<file path="config.mk">
export PLATFORM = sky130hd
export DESIGN_NAME = vga_timing_generator
export DESIGN_NICKNAME = d
export VERILOG_FILES = /design/src/rtl/vga_timing_pkg.sv /design/src/rtl/vga_sync_delay.sv /design/src/rtl/vga_timing_generator.sv
export SDC_FILE = /design/constraint.sdc
export NUM_CORES = 1
export LEC_CHECK = 0
export ABC_AREA = 1
export CAP_MARGIN = 0
export CORE_MARGIN = 2
export CORE_UTILIZATION = 42
export CTS_BUF_LIST = sky130_fd_sc_hd__clkbuf_8
export DETAILED_ROUTE_END_ITERATION = 16
export GPL_ROUTABILITY_DRIVEN = 1
export PLACE_DENSITY = 0.71
export SLEW_MARGIN = 0
export SYNTH_ARGS = -nofsm -noshare
export SYNTH_HDL_FRONTEND = slang
export SYNTH_HIERARCHICAL = 1
export SYNTH_SLANG_ARGS = --single-unit
</file>
<file path="constraint.sdc">
create_clock -name i_clk -period 1.7 [get_ports i_clk]
set_clock_uncertainty 0.2 [all_clocks]
set_input_delay 0.255 -clock i_clk [delete_from_list [all_inputs] [get_ports i_clk]]
set_output_delay 0.255 -clock i_clk [all_outputs]
set_load 0.1 [all_outputs]
</file>
<file path="src/rtl/vga_timing_pkg.sv">
// vga_timing_pkg: 640x480@60 raster constants and helpers shared by every VGA video source.
package vga_timing_pkg;
  localparam int POS_W = 10;
  localparam int MAX_TOTAL = 1 << POS_W;
  localparam int VGA_H_VISIBLE = 640;
  localparam int VGA_H_FRONT = 16;
  localparam int VGA_H_SYNC = 96;
  localparam int VGA_H_BACK = 48;
  localparam int VGA_V_VISIBLE = 480;
  localparam int VGA_V_FRONT = 10;
  localparam int VGA_V_SYNC = 2;
  localparam int VGA_V_BACK = 33;
  typedef struct packed {
    logic hsync;
    logic vsync;
  } sync_t;
  function automatic int h_total(input int vis, input int fp, input int sy, input int bp);
    return vis + fp + sy + bp;
  endfunction
  function automatic int v_total(input int vis, input int fp, input int sy, input int bp);
    return vis + fp + sy + bp;
  endfunction
endpackage

</file>
<file path="src/rtl/vga_sync_delay.sv">
// vga_sync_delay: N-stage 2-bit register delay line with a synchronous reset value.
module vga_sync_delay #(
  parameter int N = 1
) (
  input  logic       i_clk,
  input  logic       i_rst,
  input  logic [1:0] i_rst_val,
  input  logic [1:0] i_d,
  output logic [1:0] o_q
);
  if (N == 0) begin : g_bypass
    logic unused;
    assign unused = ^{i_clk, i_rst, i_rst_val};
    assign o_q = i_d;
  end else begin : g_pipe
    logic [N-1:0][1:0] stage_q, stage_d;
    always_comb begin
      stage_d[0] = i_d;
      for (int i = 1; i < N; i++) stage_d[i] = stage_q[i-1];
    end
    always_ff @(posedge i_clk) stage_q <= i_rst ? {N{i_rst_val}} : stage_d;
    assign o_q = stage_q[N-1];
  end
endmodule

</file>
<file path="src/rtl/vga_timing_generator.sv">
// vga_timing_generator: raster position counters, visible/start decodes and delayed sync pulses.
module vga_timing_generator
  import vga_timing_pkg::*;
#(
  parameter int   H_VISIBLE   = VGA_H_VISIBLE,
  parameter int   H_FRONT     = VGA_H_FRONT,
  parameter int   H_SYNC      = VGA_H_SYNC,
  parameter int   H_BACK      = VGA_H_BACK,
  parameter int   V_VISIBLE   = VGA_V_VISIBLE,
  parameter int   V_FRONT     = VGA_V_FRONT,
  parameter int   V_SYNC      = VGA_V_SYNC,
  parameter int   V_BACK      = VGA_V_BACK,
  parameter logic SYNC_ACTIVE = 1'b0,
  parameter int   SYNC_DELAY  = 1
) (
  input  logic             i_clk,
  input  logic             i_rst,
  output logic [POS_W-1:0] o_hpos,
  output logic [POS_W-1:0] o_vpos,
  output logic             o_visible,
  output logic             o_line_start,
  output logic             o_frame_start,
  output logic             o_hsync,
  output logic             o_vsync
);
  localparam int H_TOTAL = h_total(H_VISIBLE, H_FRONT, H_SYNC, H_BACK);
  localparam int V_TOTAL = v_total(V_VISIBLE, V_FRONT, V_SYNC, V_BACK);
  if (H_TOTAL > MAX_TOTAL || V_TOTAL > MAX_TOTAL) begin : g_bad_total
    $error("vga_timing_generator: H_TOTAL/V_TOTAL exceed position counter range");
  end
  if (SYNC_DELAY < 0 || SYNC_DELAY > 4) begin : g_bad_delay
    $error("vga_timing_generator: SYNC_DELAY must be 0..4");
  end
  logic [POS_W-1:0] hpos_q, hpos_d, vpos_q, vpos_d;
  logic h_wrap, v_wrap, hs_raw, vs_raw;
  sync_t sync_raw, sync_dly;
  always_comb begin
    h_wrap = int'(hpos_q) == H_TOTAL - 1;
    v_wrap = int'(vpos_q) == V_TOTAL - 1;
    hpos_d = h_wrap ? '0 : hpos_q + 1'b1;
    vpos_d = !h_wrap ? vpos_q : v_wrap ? '0 : vpos_q + 1'b1;
    hs_raw = int'(hpos_q) >= H_VISIBLE + H_FRONT && int'(hpos_q) < H_VISIBLE + H_FRONT + H_SYNC;
    vs_raw = int'(vpos_q) >= V_VISIBLE + V_FRONT && int'(vpos_q) < V_VISIBLE + V_FRONT + V_SYNC;
    sync_raw.hsync = hs_raw ? SYNC_ACTIVE : ~SYNC_ACTIVE;
    sync_raw.vsync = vs_raw ? SYNC_ACTIVE : ~SYNC_ACTIVE;
  end
  always_ff @(posedge i_clk) begin
    hpos_q <= i_rst ? '0 : hpos_d;
    vpos_q <= i_rst ? '0 : vpos_d;
  end
  // Delay line resets to the idle level so a reset never leaves a partial pulse behind.
  vga_sync_delay #(.N(SYNC_DELAY)) u_sync_delay (
    .i_clk     (i_clk),
    .i_rst     (i_rst),
    .i_rst_val ({2{~SYNC_ACTIVE}}),
    .i_d       (sync_raw),
    .o_q       (sync_dly)
  );
  assign o_hpos        = hpos_q;
  assign o_vpos        = vpos_q;
  assign o_visible     = int'(hpos_q) < H_VISIBLE && int'(vpos_q) < V_VISIBLE;
  assign o_line_start  = hpos_q == '0;
  assign o_frame_start = hpos_q == '0 && vpos_q == '0;
  assign o_hsync       = sync_dly.hsync;
  assign o_vsync       = sync_dly.vsync;
endmodule

</file>
# == Word level (Yosys, flattened, before mapping) ==
# Index checks and enable logic that the tools add are counted.
# word_totals
input_bits,2
elab_cells,23
output_inout_bits,25
register_bits,22
# classes
reduce_logical,7
n_mux,3
n_addsub,2
eq_ne,2
magnitude_cmp,6
# op_table
operator,n
10-bit by 1-bit adder with 10-bit output (second input constant),2
10-bit zero test,2
10-bit less-than comparator (second input constant),2
10-bit by 9-bit less-than comparator with 1-bit output (second input constant),2
10-bit equality test (second input constant),1
10-bit by 9-bit equality test with 1-bit output (second input constant),1
10-bit greater-or-equal comparator (second input constant),1
10-bit by 9-bit greater-or-equal comparator with 1-bit output (second input constant),1
10-bit 2-to-1 mux,1
1-bit logical AND,4
1-bit 2-to-1 mux,2
2-bit OR reduction,1

# == Logic depth before layout (Yosys ltp) ==
# depth
word_depth,3
ltp_mapped,9

# == By module ==
# Netlist, hierarchy kept.
# modules_own_cells
module,instances,cells_each,area_each_um2
vga_timing_generator,1,179,1163.6
vga_sync_delay,1,9,66.3

# == Least setup slack after synthesis ==
# No wires, ideal clock.
# synth_path
path_type,register to output
start,register hpos_q[8] (netlist: o_hpos[8])
end,output o_visible
t_required_ns,1.245
t_arrival_ns,4.095
n_path_buf,0
stages_incl_launch_ff,3
setup_slack_ns,-2.850
cell_sequence,dfxtp_1 > nor3_1 > nor4_1
# synth_between
elab_chain_cells,2
# synth_rtl
item,line_no,rtl
from (decl),vga_timing_generator.sv:34,"logic [POS_W-1:0] hpos_q, hpos_d, vpos_q, vpos_d;"
from (signal assigned),vga_timing_generator.sv:48,hpos_q <= i_rst ? '0 : hpos_d;
10-bit less-than comparator,vga_timing_generator.sv:61,assign o_visible = int'(hpos_q) < H_VISIBLE && int'(vpos_q) < V_VISIBLE;
1-bit logical AND,vga_timing_generator.sv:61,
to (decl),vga_timing_generator.sv:20,"output logic o_visible,"
# Every way passes these cells.

# == Worst setup path after layout ==
# layout_path
start,register vpos_q[9] (netlist: o_vpos[9])
end,output o_frame_start
# layout_between
elab_chain_cells,2
# layout_rtl
item,line_no,rtl
from (decl),vga_timing_generator.sv:34,
from (signal assigned),vga_timing_generator.sv:49,vpos_q <= i_rst ? '0 : vpos_d;
10-bit zero test,vga_timing_generator.sv:63,assign o_frame_start = hpos_q == '0 && vpos_q == '0;
1-bit logical AND,vga_timing_generator.sv:63,
to (decl),vga_timing_generator.sv:22,"output logic o_frame_start,"
# Every way passes these cells.

==> summary.md <==
| Metric | Value |
|---|---|
| P&R area growth vs syn | 85.1% |
| ANT cells | 0 |
| Synth Instances | 188 |
| All-Layer GR Usage | 0.239 |
| Sequential area share after synthesis | 0.358 |
| Clock Latency Late Sink | 280 ps |
| Port Buffers | 26 |
| Final setup fails | 5 |
| Clk pin slew, worst setup/hold paths | 80 ps |
| TNS Setup | -614 ps |
| Min-delay worst type | reg -> reg |
| CP Capture Type | output port |
| Clock Tree Buf Depth | 2 |
| Final WL | 4420 um |
| Yosys warns | 6 |
| Crit path DAT | 1470 ps |
| Final period utilization | 1.13 |
| Synth Register Bits | 22 |
| Post-place setup slack | ~56 ps |
| 1st-iter DRT viols | 75 |
| Largest net degree at the start of global routing | 13 |
| Vias per inst | 5.36 |
| Vias in the first global route | 1,432 |
| Max-Cap Viols | 0 |
| Fin area | 0.00228 mm2 |
| Setup CP Type | reg -> out |
| Syn_area_per_cell | approximately 6.5 um2 |
| Final Hold Fails | 0 |
| Initial antenna violation count | 0 |
| Post-DP HPWL | 2540 um |
| FMAX | 0.520 GHz |
| Critical path fanouts, max | 2 |
| Std cell rows | 19 |
| Initial core utilization | 0.446 |
| CTS Buf Count | 3 |
| Largest cells by area after synthesis | dfxtp_1 36%, nand2_1 15%, nor2_1 10% |
| Final net count | 257 |
| Tmin final | between 1500 and 2000 ps |
| # clock sinks | 22 |
| Critical Path RT | 1240 ps |
| Post-synth top area cell | dfxtp_1 |
| Met3 wire len | 322 um |
| Fillers | 161 |
| Hold WS | approximately 320 ps |
| Die ar. | 0.00338 mm2 |
| Total power | ~1.1 mW |
| Die H | 58.1 um |
| Vias | 1,502 |
| Synth top area share | 0.358 |
| TritonCTS clock tree | built |
| First-pass GRT wire length | 6200 um |
| Cts hold-fix bufs | 0 |
| Placed Area | 0.00196 mm2 |
| Drt wl/cell | 15.8 um |
| Slew Limit Fails | 0 |
| DRT Pass-1 Iters | 4 |
| Leak | 0.980 nW |
| Unrepaired setup endpoints after global routing | yes |
| Wl on met1 | 1650 um |
| Dpl cells | 253 |
| I/O pin cnt | 27 |
| CTS HTree Levels | 1 |
| DRC viols | 0 |
| Clock root buffer master | clkbuf_8 |
| Gr ovfl total | 0 |
| Post-layout util | 0.826 |
| Power Density | 501 mW/mm2 |
| Die width | 58.1 um |
| Ratio of cells with drive above 1 in the final layout | 0.474 |
| Gp weighted congestion | about 0.8 |
| Final worst slack | -223 ps |
| Synth cell types | 24 |
| Netlist Area Pre-Place | 0.00123 mm2 |
| Antenna viol nets, final | 0 |
| Violated checks | setup timing |
| Max VDD drop | 631 uV |
| Core area | 0.00276 mm2 |
| Non-filler instance count after layout | 280 |
| Outcome | finished with violations |
| Metal2 WL | 2280 um |
| CP Launch Type | flop |
| Max layer used | met4 |
==> state kept, by name (all words and copies together) (netlist names) <==
register and flops:
o_vpos 10, u_sync_delay/o_q 2, o_hpos 10
==> power by group <==
part / total, mW / internal, mW / switching (mW)
clock: 0.360 / 0.163 / 0.197
sequential: 0.508 / 0.498 / 0.0104
combinational: 0.272 / 0.0954 / 0.177
==> Yosys cell counts, drive strengths merged <==
cell and number:
nand2 51, or2 2, buf 1, nand4 3
nor3 3, inv 28, nand3 13, clkinv 1
nand3b 1, a21oi 9, nor3b 1, nor2 35
dfxtp 22, nor4 2, xor2 2, ha 5
o21ai 7, conb 1, o211ai 1
==> critical path, cell delays in order (launching register included) <==
cell,delay [ps]
dfxtp_4,350
or2_4,260
nor2_4,80
nand4_1,140
nor2_4,170
buf_12,190
==> layer usage <==
| metal | vias up | GRT usage |
|---|---|---|
| met2 | 78 | 0.414 |
| li1 | 709 | - |
| met1 | 690 | 0.275 |
| met3 | 25 | 0.0558 |
| met5 | - | 0 |
| met4 | 0 | 0.120 |
==> final timing paths <==
path / startpoint / slack [ps] / depth (start not counted) / to
worst max-delay path: o_vpos[9] / -220 / 5 / o_frame_start
worst min-delay path: o_hpos[4] / 320 / 2 / o_hpos[4]
worst max register to register: o_hpos[1] / -60 / 7 / o_hpos[6]
worst min register to register: o_hpos[4] / 320 / 2 / o_hpos[4]
==> cell type report <==
class,count,area [um2],area share
clock buffer,3,41.3,0.0181
clock inverter,1,3.75,0.00165
inverter,29,121,0.0533
multi-input combinational,137,793,0.348
sequential,22,513,0.225
tap,31,38.8,0.0170
timing repair buffer,57,766,0.336
==> repair_timing <==
action / CTS / global route
gates resized for setup: 12 / 17
buffers inserted: 12 / 11
pin swaps: 5 / 13
setup endpoints to repair: 3 / 14
hold endpoints to repair: 0 / 0
==> layout by cell type (no fill, tap or decap), drive strengths merged <==
master	count
a21oi	9
ha	5
nor2	35
nand4	3
nand3	13
clkdlybuf4s50	1
conb	2
xor2	2
buf	56
inv	28
nor4	2
nand3b	1
clkinvlp	1
nor3	3
nor3b	1
clkinv	1
o21ai	7
clkbuf	3
nand2	51
dfxtp	22
o211ai	1
or2	2
==> logic make-up (layout without fill, tap and decap cells) <==
family	after synthesis	count (layout)	synth area share
simple gates	111	111	0.390
other cells	1	2	0.00305
compound gates	17	17	0.0865
flops	22	22	0.358
buf+inv	30	90	0.0977
xor+xnor	2	2	0.0142
fa+ha+maj	5	5	0.0509
No activity file was read; power rests on OpenSTA's default activity.
